File: src/rtl/iob_ila_dump_pkg.sv
// Shared types and sizing helpers for the ILA capture dumper.
package iob_ila_dump_pkg;

  typedef enum logic [2:0] {
    ST_IDLE,
    ST_RD_N,
    ST_WR_IDX,
    ST_WR_SEL,
    ST_RD_DAT,
    ST_OUT,
    ST_FIN
  } state_t;

  // Number of stream words needed to carry one sample.
  function automatic int calc_words(input int signal_w, input int data_w);
    return (signal_w + data_w - 1) / data_w;
  endfunction

  function automatic int calc_sel_w(input int words);
    return (words > 1) ? $clog2(words) : 1;
  endfunction

endpackage

File: src/rtl/iob_ila_dump_req.sv
// Single-outstanding IOb request holder.
// Takes an issue pulse from the FSM and reports completion as a one-cycle done.
module iob_ila_dump_req #(
  parameter int DATA_W = 32,
  parameter int ADDR_W = 4
) (
  input  logic              clk,
  input  logic              cke,
  input  logic              arst_n,
  input  logic              issue,
  input  logic [ADDR_W-1:0] issue_addr,
  input  logic [DATA_W-1:0] issue_wdata,
  input  logic              issue_write,
  output logic              idle,
  output logic              done,
  output logic              iob_avalid,
  output logic [ADDR_W-1:0] iob_addr,
  output logic [DATA_W-1:0] iob_wdata,
  output logic [DATA_W/8-1:0] iob_wstrb,
  input  logic              iob_ready,
  input  logic              iob_rvalid
);

  logic rd_q;
  logic wait_q;
  logic accept;

  assign idle   = !iob_avalid && !wait_q;
  assign accept = iob_avalid && iob_ready;
  // A read may see its rvalid in the very cycle it is accepted.
  assign done   = cke && ((accept && (!rd_q || iob_rvalid)) || (wait_q && iob_rvalid));

  always_ff @(posedge clk or negedge arst_n) begin
    if (!arst_n) begin
      iob_avalid <= 1'b0;
      iob_addr   <= '0;
      iob_wdata  <= '0;
      iob_wstrb  <= '0;
      rd_q       <= 1'b0;
      wait_q     <= 1'b0;
    end else if (cke) begin
      if (issue && idle) begin
        iob_avalid <= 1'b1;
        iob_addr   <= issue_addr;
        iob_wdata  <= issue_wdata;
        iob_wstrb  <= issue_write ? '1 : '0;
        rd_q       <= !issue_write;
      end else if (accept) begin
        iob_avalid <= 1'b0;
        wait_q     <= rd_q && !iob_rvalid;
      end else if (wait_q && iob_rvalid) begin
        wait_q <= 1'b0;
      end
    end
  end

endmodule

File: src/rtl/iob_ila_dump.sv
// Drains a triggered ILA capture through its CSR responder and streams every
// sample word, sample-major and word-minor, with end-of-sample/capture flags.
module iob_ila_dump
  import iob_ila_dump_pkg::*;
#(
  parameter int DATA_W             = 32,
  parameter int ADDR_W             = 4,
  parameter int SIGNAL_W           = 64,
  parameter int BUFFER_W           = 10,
  parameter int N_SAMPLES_ADDR     = 0,
  parameter int INDEX_ADDR         = 1,
  parameter int SIGNAL_SELECT_ADDR = 2,
  parameter int SAMPLE_DATA_ADDR   = 3
) (
  input  logic                clk_i,
  input  logic                cke_i,
  input  logic                arst_n_i,
  input  logic                start_i,
  input  logic                abort_i,
  output logic                busy_o,
  output logic                done_o,
  output logic                iob_avalid_o,
  output logic [ADDR_W-1:0]   iob_addr_o,
  output logic [DATA_W-1:0]   iob_wdata_o,
  output logic [DATA_W/8-1:0] iob_wstrb_o,
  input  logic                iob_rvalid_i,
  input  logic [DATA_W-1:0]   iob_rdata_i,
  input  logic                iob_ready_i,
  output logic [DATA_W-1:0]   m_tdata_o,
  output logic                m_tvalid_o,
  input  logic                m_tready_i,
  output logic                m_tlast_o,
  output logic                m_tuser_o
);

  // state  | meaning
  // IDLE   | waiting for start_i
  // RD_N   | reading N_SAMPLES
  // WR_IDX | writing INDEX with the current sample
  // WR_SEL | writing SIGNAL_SELECT with the current word
  // RD_DAT | reading SAMPLE_DATA
  // OUT    | holding a word on the stream
  // FIN    | one-cycle done pulse

  localparam int WORDS    = calc_words(SIGNAL_W, DATA_W);
  localparam int SEL_W    = calc_sel_w(WORDS);
  localparam int TOP_BITS = SIGNAL_W - (WORDS - 1) * DATA_W;
  localparam logic [DATA_W-1:0] TOP_MASK = {DATA_W{1'b1}} >> (DATA_W - TOP_BITS);
  localparam logic [SEL_W-1:0]  SEL_LAST = SEL_W'(WORDS - 1);

  state_t state, state_nxt;
  logic [BUFFER_W-1:0] n_q, idx_q, n_rd, n_last;
  logic [SEL_W-1:0]    sel_q;
  logic                abort_q, abort_now;
  logic                req_idle, req_done, issue, req_write;
  logic [ADDR_W-1:0]   req_addr;
  logic [DATA_W-1:0]   req_wdata, word;
  logic                load_n, inc_sel, inc_idx, load_word, drop_word;

  assign abort_now = abort_q | abort_i;
  assign n_rd      = iob_rdata_i[BUFFER_W-1:0];
  assign n_last    = n_q - BUFFER_W'(1);
  assign word      = (sel_q == SEL_LAST) ? (iob_rdata_i & TOP_MASK) : iob_rdata_i;
  assign busy_o    = (state != ST_IDLE);
  assign done_o    = (state == ST_FIN);

  always_comb begin
    state_nxt = state;
    issue     = 1'b0;
    req_write = 1'b0;
    req_addr  = '0;
    req_wdata = '0;
    load_n    = 1'b0;
    inc_sel   = 1'b0;
    inc_idx   = 1'b0;
    load_word = 1'b0;
    drop_word = 1'b0;
    case (state)
      ST_IDLE: if (start_i && !abort_i) state_nxt = ST_RD_N;
      ST_RD_N: begin
        req_addr = ADDR_W'(N_SAMPLES_ADDR);
        if (req_done) begin
          if (abort_now) state_nxt = ST_IDLE;
          else begin
            load_n    = 1'b1;
            state_nxt = (n_rd == '0) ? ST_FIN : ST_WR_IDX;
          end
        end
      end
      ST_WR_IDX: begin
        req_addr  = ADDR_W'(INDEX_ADDR);
        req_write = 1'b1;
        req_wdata = DATA_W'(idx_q);
        if (req_done) state_nxt = abort_now ? ST_IDLE : ST_WR_SEL;
      end
      ST_WR_SEL: begin
        req_addr  = ADDR_W'(SIGNAL_SELECT_ADDR);
        req_write = 1'b1;
        req_wdata = DATA_W'(sel_q);
        if (req_done) state_nxt = abort_now ? ST_IDLE : ST_RD_DAT;
      end
      ST_RD_DAT: begin
        req_addr = ADDR_W'(SAMPLE_DATA_ADDR);
        if (req_done) begin
          if (abort_now) state_nxt = ST_IDLE;
          else begin
            load_word = 1'b1;
            state_nxt = ST_OUT;
          end
        end
      end
      ST_OUT: begin
        if (abort_now) begin
          drop_word = 1'b1;
          state_nxt = ST_IDLE;
        end else if (m_tready_i) begin
          drop_word = 1'b1;
          if (sel_q != SEL_LAST) begin
            inc_sel   = 1'b1;
            state_nxt = ST_WR_SEL;
          end else if (idx_q != n_last) begin
            inc_idx   = 1'b1;
            state_nxt = ST_WR_IDX;
          end else begin
            state_nxt = ST_FIN;
          end
        end
      end
      ST_FIN:  state_nxt = ST_IDLE;
      default: state_nxt = ST_IDLE;
    endcase
    // Request states launch their access once the holder is free; an abort
    // seen before launch leaves without touching the bus.
    if ((state inside {ST_RD_N, ST_WR_IDX, ST_WR_SEL, ST_RD_DAT}) && req_idle) begin
      if (abort_now) state_nxt = ST_IDLE;
      else issue = 1'b1;
    end
  end

  always_ff @(posedge clk_i or negedge arst_n_i) begin
    if (!arst_n_i) begin
      state      <= ST_IDLE;
      n_q        <= '0;
      idx_q      <= '0;
      sel_q      <= '0;
      abort_q    <= 1'b0;
      m_tdata_o  <= '0;
      m_tvalid_o <= 1'b0;
      m_tuser_o  <= 1'b0;
      m_tlast_o  <= 1'b0;
    end else if (cke_i) begin
      state   <= state_nxt;
      abort_q <= (state == ST_IDLE) ? 1'b0 : (abort_q | abort_i);
      if (load_n) begin
        n_q   <= n_rd;
        idx_q <= '0;
        sel_q <= '0;
      end
      if (inc_sel) sel_q <= sel_q + SEL_W'(1);
      if (inc_idx) begin
        idx_q <= idx_q + BUFFER_W'(1);
        sel_q <= '0;
      end
      if (load_word) begin
        m_tdata_o  <= word;
        m_tvalid_o <= 1'b1;
        m_tuser_o  <= (sel_q == SEL_LAST);
        m_tlast_o  <= (sel_q == SEL_LAST) && (idx_q == n_last);
      end else if (drop_word) begin
        m_tvalid_o <= 1'b0;
        m_tuser_o  <= 1'b0;
        m_tlast_o  <= 1'b0;
      end
    end
  end

  iob_ila_dump_req #(
    .DATA_W(DATA_W),
    .ADDR_W(ADDR_W)
  ) u_req (
    .clk        (clk_i),
    .cke        (cke_i),
    .arst_n     (arst_n_i),
    .issue      (issue),
    .issue_addr (req_addr),
    .issue_wdata(req_wdata),
    .issue_write(req_write),
    .idle       (req_idle),
    .done       (req_done),
    .iob_avalid (iob_avalid_o),
    .iob_addr   (iob_addr_o),
    .iob_wdata  (iob_wdata_o),
    .iob_wstrb  (iob_wstrb_o),
    .iob_ready  (iob_ready_i),
    .iob_rvalid (iob_rvalid_i)
  );

endmodule

File: config.mk
export PLATFORM = sky130hd
export DESIGN_NAME = iob_ila_dump
export DESIGN_NICKNAME = d
export VERILOG_FILES = /design/src/rtl/iob_ila_dump_pkg.sv /design/src/rtl/iob_ila_dump_req.sv /design/src/rtl/iob_ila_dump.sv
export SDC_FILE = /design/constraint.sdc
export NUM_CORES = 1
export LEC_CHECK = 0
export ABC_AREA = 1
export BUFFER_PORTS_ARGS = -buffer_cell sky130_fd_sc_hd__buf_2
export CAP_MARGIN = 20
export CORE_MARGIN = 2
export CORE_UTILIZATION = 54
export CTS_BUF_LIST = sky130_fd_sc_hd__clkbuf_8
export CTS_CLUSTER_DIAMETER = 150
export DETAILED_ROUTE_END_ITERATION = 10
export GPL_ROUTABILITY_DRIVEN = 0
export GPL_TIMING_DRIVEN = 0
export PLACE_DENSITY = 0.85
export REMOVE_ABC_BUFFERS = 1
export SLEW_MARGIN = 10
export SYNTH_ARGS = -nofsm -noshare
export SYNTH_HDL_FRONTEND = slang
export SYNTH_SLANG_ARGS = --single-unit
File: constraint.sdc
create_clock -name clk_i -period 2.55 [get_ports clk_i]
set_clock_uncertainty 0.2 [all_clocks]
set_input_delay 0.1275 -clock clk_i [delete_from_list [all_inputs] [get_ports clk_i]]
set_output_delay 0.1275 -clock clk_i [all_outputs]
set_load 0.02 [all_outputs]
Word-level counts from Yosys, hierarchy flattened
Index checks and enable logic that the tools add are counted.
{"block": "totals", "reg_bits": 103, "latchBits": 0, "ram_bits": 0, "mem_bits_ro": 0, "inputBits": 40, "out_inout_bits": 78, "wordCells": 116, "memories": 0}
{"block": "op_classes", "add_sub_neg": 3, "n_mul": 0, "div": 0, "order_cmp": 0, "n_eq_ne": 8, "shifts": 0, "muxes": 52, "bitwise_logic": 2, "reduce_logical": 36}
{"operator": "$mux 3", "n": 15}
{"operator": "$mux 1", "n": 30}
{"operator": "$mux 10", "n": 2}
{"operator": "$pmux 10 s2", "n": 1}
{"operator": "$pmux 3 s6", "n": 1}
{"operator": "$reduce_and 2->1", "n": 7}
{"operator": "$add 10x1->10 const B", "n": 1}
{"operator": "$eq 10x10->1", "n": 1}
{"operator": "$logic_and 1x1->1", "n": 10}
{"operator": "$logic_not 10->1", "n": 1}
{"operator": "$ne 10x10->1", "n": 1}
{"operator": "$sub 10x1->10 const B", "n": 1}
{"operator": "$eq 3x3->1 const B", "n": 3}
{"operator": "$reduce_bool 2->1", "n": 4}
{"operator": "$eq 3x2->1 const B", "n": 2}
{"operator": "$logic_not 1->1", "n": 6}
{"operator": "$pmux 2 s3", "n": 1}
{"operator": "$reduce_bool 3->1", "n": 2}
{"operator": "$mux 4", "n": 1}
{"operator": "$reduce_bool 4->1", "n": 1}
{"operator": "$eq 3x1->1 const B", "n": 1}
{"operator": "$logic_not 3->1", "n": 1}
{"operator": "$reduce_and 3->1", "n": 1}
{"operator": "$logic_or 1x1->1", "n": 2}
{"operator": "5 further kinds", "n": 5}

Depth between registers and ports, before layout
Gate-level depths: netlist of the first run.
{"block": "logic_depth", "ltp_word": 10, "ltp_mapped": 15, "ltp_nobuf": 15}

Cells and area by module
Synthesis of the first run repeated with hierarchy kept, for this count alone.
{"block": "unflattened", "hier_cells": 626, "hier_area_um2": 4887.2}
{"module": "iob_ila_dump", "instances": 1, "cells_each": 436, "area_per_inst_um2": 3179.3, "seq_area_each_um2": 1501.4}
{"module": "iob_ila_dump_req", "instances": 1, "cells_each": 190, "area_per_inst_um2": 1707.9, "seq_area_each_um2": 1001.0}

Worst setup path after synthesis of the first run
OpenSTA, ideal clock, no wires.
{"block": "synth_path", "kind": "register to register", "start": "register n_q[0]", "end": "register idx_q[4]", "setup_ns": 0.125, "t_arrival_ns": 1.604, "t_required_ns": 2.225, "setup_slack_ns": 0.621, "path_stages_with_launch": 15, "period_less_slack_ns": 1.929, "cell_sequence": "dfrtp_1 -> inv_2 -> ha_1 -> nand2_1 -> nor2_4 -> nand3_1 -> nand2_1 -> nand2_1 -> nand2_2 -> nor2_8 -> nand2_4 -> nand3_4 -> buf_12 -> nand3_2 -> nand2_1"}
{"block": "synth_between", "elab_chain_cells": 9, "word_cells_on_any_way": 10, "classes_between": "add/sub (1); eq/ne (1); mux (6); reduce/logical (2)"}
{"element": "start: declaration", "line": "iob_ila_dump.sv:52", "source": "logic [BUFFER_W-1:0] n_q, idx_q, n_rd, n_last;"}
{"element": "start signal: assignment", "line": "iob_ila_dump.sv:155", "source": "n_q <= n_rd;"}
{"element": "$sub 10x1->10 (*)", "line": "iob_ila_dump.sv:62", "source": "assign n_last = n_q - BUFFER_W'(1);"}
{"element": "$ne 10x10->1 (*)", "line": "iob_ila_dump.sv:121", "source": "end else if (idx_q != n_last) begin"}
{"element": "$mux 1 (*)", "line": "iob_ila_dump.sv:121"}
{"element": "$mux 1 (*)", "line": "iob_ila_dump.sv:118", "source": "if (sel_q != SEL_LAST) begin"}
{"element": "$mux 1 (*)", "line": "iob_ila_dump.sv:116", "source": "end else if (m_tready_i) begin"}
{"element": "$mux 1 (*)", "line": "iob_ila_dump.sv:113", "source": "if (abort_now) begin"}
{"element": "$mux 1 (*)", "line": "iob_ila_dump.sv:78", "source": "case (state)"}
{"element": "$reduce_bool 2->1 (no source line)"}
{"element": "$reduce_and 2->1 (no source line)"}
{"element": "end signal: assignment", "line": "iob_ila_dump.sv:161", "source": "idx_q <= idx_q + BUFFER_W'(1);"}
{"element": "end: declaration", "line": "iob_ila_dump.sv:52"}
Mark *: on every way between the ends. The rest lies on a longest branch, timed or not.
A chain may end at the register's enable or synchronous reset.

Worst setup path after layout of the first run
{"block": "layout_path", "start": "register u_req.wait_q", "end": "register m_tuser_o"}
{"block": "layout_between", "elab_chain_cells": 7, "word_cells_on_any_way": 8, "classes_between": "mux (3); reduce/logical (5)"}
{"element": "start: declaration", "line": "iob_ila_dump_req.sv:25", "source": "logic wait_q;"}
{"element": "start signal: assignment", "line": "iob_ila_dump_req.sv:50", "source": "wait_q <= rd_q && !iob_rvalid;"}
{"element": "$logic_and 1x1->1 (*)", "line": "iob_ila_dump_req.sv:31", "source": "assign done = cke && ((accept && (!rd_q || iob_rvalid)) || (wait_q && iob_rvalid));"}
{"element": "$logic_or 1x1->1 (*)", "line": "iob_ila_dump_req.sv:31"}
{"element": "$logic_and 1x1->1 (*)", "line": "iob_ila_dump_req.sv:31"}
{"element": "$mux 1 (*)"}
{"element": "$mux 1 (*)", "line": "iob_ila_dump.sv:78"}
{"element": "$reduce_bool 2->1 (no source line)"}
{"element": "$reduce_and 2->1 (no source line)"}
{"element": "end signal: assignment", "line": "iob_ila_dump.sv:167", "source": "m_tuser_o <= (sel_q == SEL_LAST);"}
{"element": "end: declaration", "line": "iob_ila_dump.sv:33", "source": "output logic m_tuser_o"}
Marks and branches as above.

==> results.yml, run 1 <==
status:
  status: "complete, no violations"
logic_synthesis:
  synth_edf_count: 0
  synth_warnings: 0
  synthFlopType: "dfrtp_1"
  synth-seq-cells: 76
  synth_most_common_cell: "nand2_1"
  synth_top_area_share_pct: 44.8
  synth_area_per_cell_um2: 7.95
  syn_inst: 534
  netlist_area_um2: 4250
  synthArstFlopShare_pct: 100
  synth_cell_types: 38
  synth.area.top_cells: "dfrtp_1 (45%), nand2_1 (17%), buf_4 (5.0%), inv_1 (3.8%), o21ai_1 (3.2%)"
  synth_top_cell_by_area: "dfrtp_1"
  synth_common_cells: "nand2_1 (194), dfrtp_1 (76), inv_1 (43)"
  synth-seq-area-share_pct: 44.8
power_and_ir_drop:
  peakVddDrop_uv: 360
  power_uw: 3340
  power_density_nw_per_um2: 644
  power_leakage_uw: 0.00293
placement:
  dp_hpwl_um: 6540
  io_buffers: 93
  placed_cell_area_um2: 4630
  place_ws_ps: -162
clock_network:
  insertion_delay_ps: 360
  cts_buffers: 9
  cts_tree: "yes"
  cts_max_path_buffers: 2
  cts-root-buf: "clkbuf_8"
  cts_max_level: 3
  cts_sinks: 76
  cts.clk_slew.worst_paths_ps: 90
setup_path:
  critical_path.top_delay_family: "buffers and inverters"
  crit_chain: "inv_1 > o21ai_2 > nand4_1 > clkinv_1 > nand2_8 > inv_2 > o21ai_1 > nand2_1 > o21ai_1"
  path_class: "flop to flop"
  r2r_cells: 9
  reg2reg_to: "m_tuser_o$_DFFE_PN0P_"
  worst-path-buf-inv: 3
  end_kind: "flop"
  start_kind: "flop"
  cpPeakStageDelay_ps: 410
  path_max_fanout: 44
  path_common_cell: "o21ai_1"
  reg2reg_setup_slack_ps: 200
  cp.arrival_ps: 2400
  critPathSlowestCell: "inv_2"
  r2r-start: "u_req.wait_q$_DFFE_PN0P_"
  cp.required_ps: 2590
timing:
  finalSetupViolCount: 0
  worst_pin_slew_ps: 648
  max_clock_freq_ghz: 0.425
  timing.slew.headroom_pct: 56.7
  final_max_slew_viol_count: 0
  rsz0062_at_grt: "false"
  period_share_pct: 92.3
  hold_viol_final: 0
  worst_slack_ps: 196
  min_period_ps: 2350
die:
  start_util_pct: 55.2
  core_um2: 7690
  dieArea_um2: 8590
  die_w_um: 92.7
  rows: 32
  die_h_um: 92.7
  io_pins: 118
global_route:
  grt_pass1_vias: 3822
  gr-total-overflow: 0
  grt_usage_pct: 25.9
  grt_max_degree: 45
  grt_pass1_wl_um: 17700
  grt_antenna_before_repair: 0
hold_path:
  holdCritPathClass: "primary input to flop"
  whs_endpoint: "state[0]$_DFFE_PN0P_"
  worstHoldStart: "cke_i"
  holdPathStages: 2
drt:
  first_iter_violations: 177
  viasPerCell: 5.11
  drc: 0
  first_pass_iters: 5
  dr_total_vias: 3875
  routed_wl_um: 10400
  drtAntennaViolNets: 0
  post_drt_wl_per_cell_um: 13.7
finish:
  diodes: 0
  drive_above_1_share_pct: 25.2
  utilization_pct: 67.6
  fin_area_um2: 5190
  area_growth_pct: 22.3
  nNetsFinal: 693
job:
  maxCapViolations: 0
## cells in the final DEF (no fill, tap or decap), types with 3 or more instances in the layout
| master | instances |
|---|---|
| nor3_1 | 6 |
| inv_6 | 3 |
| dlygate4sd3_1 | 36 |
| nand3_1 | 16 |
| nand2_2 | 6 |
| o21ai_1 | 27 |
| buf_2 | 92 |
| nand4_1 | 7 |
| nor2_4 | 5 |
| xor2_1 | 9 |
| nor2_1 | 19 |
| o2111ai_1 | 9 |
| dfrtp_1 | 76 |
| xnor2_1 | 3 |
| conb_1 | 24 |
| clkbuf_8 | 10 |
| o31ai_1 | 5 |
| nor2_2 | 5 |
| inv_2 | 19 |
| inv_1 | 43 |
| o21ai_0 | 4 |
| nand2_1 | 193 |
| a21oi_1 | 4 |
| nand3_2 | 11 |
## power breakdown
group          total, uW  internal [uW]  switching (uW)
clock                897            400             497
combinational        983            350             633
sequential          1460           1340             123
total               3340           2090            1250
## logic make-up after synthesis
| group | share of synthesized area (%) |
|---|---|
| AO/OA/AOI/OAI | 8.40 |
| XOR/XNOR | 2.48 |
| adder cells (fa/ha/maj) | 0.589 |
| buffers and inverters | 13.3 |
| flip-flops | 44.8 |
| other | 0.0883 |
| AND/OR/NAND/NOR | 30.4 |
## what timing repair did
action / 4_1_cts / 5_1_grt
pin swaps: 0 / 0
resized for setup: 1 / 1
endpoints found under the setup margin: 3 / 3
buffers inserted: 0 / 0
endpoints found under the hold margin: 122 / 0
hold buffers: 36 / 0
## final cells by class
type	instances	area (um2)
clock buffer	10	138
clock inverter	6	55.1
fill	582	2490
inverter	64	240
multi-input combinational	370	1880
sequential	76	1900
tap	102	128
timing repair buffer	130	848
## per-stage QoR
stage / hold slack (ps) / TNS (ps) / cells
after floorplan: -368 / -205 / 510
after global placement: 120 / -8530 / 705
after detailed placement: -93.6 / -400 / 706
after CTS: 2.39 / 0 / 758
after global routing: 56.1 / 0 / 758
final: 31.0 / 0 / 758
## how the worst max path moves through the flow
stage                                       from               endpoint  slack [ps]  cells past startpoint
floorplan           u_req.iob_avalid$_DFFE_PN0P_  m_tuser_o$_DFFE_PN0P_         -80                      9
global placement    u_req.iob_avalid$_DFFE_PN0P_  m_tuser_o$_DFFE_PN0P_        -550                      9
detailed placement      u_req.wait_q$_DFFE_PN0P_  m_tuser_o$_DFFE_PN0P_        -160                      9
CTS                     u_req.wait_q$_DFFE_PN0P_  m_tuser_o$_DFFE_PN0P_         140                      9
global route                state[0]$_DFFE_PN0P_  m_tuser_o$_DFFE_PN0P_          20                      8
finish                  u_req.wait_q$_DFFE_PN0P_  m_tuser_o$_DFFE_PN0P_         200                      9
## sequential cells by signal, summed over array words and instances, names as in the netlist
| name | count |
|---|---|
| u_req.wait_q | 1 |
| u_req.iob_wstrb | 1 |
| m_tvalid_o | 1 |
| u_req.iob_avalid | 1 |
| idx_q | 10 |
| u_req.rd_q | 1 |
| abort_q | 1 |
| u_req.iob_wdata | 10 |
| u_req.iob_addr | 2 |
| m_tdata_o | 32 |
| sel_q | 1 |
| m_tuser_o | 1 |
| m_tlast_o | 1 |
| state | 3 |
| n_q | 10 |
## metal layers
layer	track usage, %	vias up	routed length [um]	part of all wire, %
met2	44.4	175	5230	50
li1	-	1864	-	-
met1	32.8	1815	4260	41
met4	9.07	0	175	1.7
met3	5.29	21	763	7.3
met5	0	-	0	0
Note: power is estimated with default switching activity, not from simulation.
==> run 2, diff against run 1 <==
Settings changed: CORE_UTILIZATION 54 to 43, PLACE_DENSITY 0.85 to 0.71.
==> run 2 against run 1 <==
  * Core utilization decreased by 13 points
  * Cell count is 4.0% higher
  * Combinational power decreased by 0.8%
  * Register-to-register slack gained 20 ps
  * Clock-buffer cell count decreased by 1
  * Sequential cell count is the same
  * Sequential power about the same
  * Critical path type unchanged
  * Critical endpoint is now idx_q[4]$_DFFE_PN0P_
==> results.yml, run 2 (synthesized netlist as in run 1, its figures left out) <==
status:
  status: "complete, no violations"
timing:
  max_clock_freq_ghz: 0.428
  period_share_pct: 91.7
  tns_ps: 0
  min_period_ps: 2340
  final_max_slew_viol_count: 0
  finalSetupViolCount: 0
  hold_viol_final: 0
  rsz0062_at_grt: "false"
  hold_slack_ps: 8.18
  timing.slew.headroom_pct: 57.1
  worst_pin_slew_ps: 642
die:
  rows: 36
  die_w_um: 103
  start_util_pct: 43.8
  core_um2: 9680
  die_h_um: 103
  io_pins: 118
  dieArea_um2: 10700
drt:
  post_drt_wl_per_cell_um: 13.0
  routed_wl_um: 10200
  first_pass_iters: 7
  dr_total_vias: 3811
  drc: 0
  viasPerCell: 4.84
  first_iter_violations: 210
  drtAntennaViolNets: 0
clock_network:
  cts_sinks: 76
  cts_max_path_buffers: 2
  cts-root-buf: "clkbuf_8"
  cts_max_level: 3
  cts_buffers: 9
  insertion_delay_ps: 360
  cts.clk_slew.worst_paths_ps: 80
  cts_setup_buffers: 0
  cts_tree: "yes"
setup_path:
  crit_path_start: "abort_q$_DFFE_PN0P_"
  cp.arrival_ps: 2380
  end_kind: "flop"
  r2r-start: "abort_q$_DFFE_PN0P_"
  path_class: "flop to flop"
  cp.required_ps: 2590
  start_kind: "flop"
  path_max_fanout: 28
finish:
  largest_reg_flops: 32
  diodes: 0
  fillers: 892
  drive_above_1_share_pct: 25.2
  area_growth_pct: 24.1
  nNetsFinal: 692
  top_register: "m_tdata_o"
  layout_commonest_cell: "nand2_1"
  mostFrequentLayoutCells: "nand2_1 (193), buf_2 (92), dfrtp_1 (76), inv_1 (43), dlygate4sd3_1 (35)"
power_and_ir_drop:
  peakVddDrop_uv: 289
  power_density_nw_per_um2: 680
  switching_share_pct: 34.6
  p_int_uw: 2350
  p_switching_uw: 1240
  p_clk_share_pct: 31.8
  p_seq_share_pct: 41.0
  power_leakage_uw: 0.00296
  power_frac_comb_pct: 27.2
placement:
  dp_hpwl_um: 6860
  io_buffers: 93
global_route:
  grt_max_degree: 45
  grt_pass1_wl_um: 16900
  gr-total-overflow: 0
  grt_usage_pct: 20.1
  grt_pass1_vias: 3708
  grt_antenna_before_repair: 0
job:
  maxCapViolations: 0
hold_path:
  holdCritPathClass: "primary input to flop"
  worstHoldStart: "m_tready_i"
-- run 2: changes by cell type in the layout (fill, tap and decap cells not counted) --
cell and delta:
bufinv_16 +3, clkbuf_8 -1, clkinv_2 +1, clkinv_4 -1
dlygate4sd3_1 -1, inv_2 -1, inv_4 +1, inv_6 -1
inv_8 -1, nand2_4 +1, nand2_8 -1
-- run 2: what timing repair did --
action,in CTS,in global routing
hold buffers,35,0
resized for setup,2,0
endpoints found under the setup margin,3,0
hold endpoints to repair,120,0
-- run 2: area by class of cell --
class / count / area [um2] / share of cell area (%)
flip-flops and latches: 76 / 1900 / 36.1
multi-input cells: 370 / 1870 / 35.6
repair buffers: 129 / 838 / 15.9
inverters: 64 / 243 / 4.61
well taps: 133 / 166 / 3.16
clock buffers: 9 / 124 / 2.35
clock inverters: 7 / 121 / 2.30
-- run 2: power groups by stage --
stage	Clock (uW)	Combinational, uW	Sequential (uW)
2_1_floorplan	0	662	1510
3_3_place_gp	0	893	1480
3_5_place_dp	0	929	1490
4_1_cts	1160	976	1470
5_1_grt	1210	1110	1490
6_report	1140	975	1470
-- run 2: critical path, stage by stage, from the launching register on --
cell	delay, ps
dfrtp_1	400
nor2_2	260
nand4_1	240
nor2_4	570
inv_2	310
nand3_2	160
nand2_1	70
-- run 2: final timing paths --
path / endpoint / slack, ps / cells past startpoint
hold / removal: state[2]$_DFFE_PN0P_ / 8 / 6
setup reg to reg: idx_q[4]$_DFFE_PN0P_ / 210 / 6
hold reg to reg: u_req.iob_wdata[1]$_DFFE_PN0P_ / 280 / 2
setup / recovery: idx_q[4]$_DFFE_PN0P_ / 210 / 6
max in group asynchronous: state[0]$_DFFE_PN0P_ / 1510 / 3
min in group asynchronous: m_tdata_o[18]$_DFFE_PN0P_ / 50 / 2
-- run 2: through the flow --
step	cell area, um2	std cells	util [%]	worst slack, ps	power (uW)
5_1_grt	5270	788	54.4	49.1	3800
2_1_floorplan	4010	510	-	-76.2	2180
4_1_cts	5270	788	54.4	208	3600
3_5_place_dp	4670	737	48.2	-143	2420
6_report	5270	788	54.4	211	3590
3_3_place_gp	4640	736	47.9	-620	2380
-- run 2: per-layer routing --
metal,up-vias,share of wire [%],global-route usage [%]
li1,1869,-,-
met1,1781,44,25.8
met3,16,7.3,6.45
met5,-,0,0
met2,145,47,32.3
met4,0,1.4,6.58
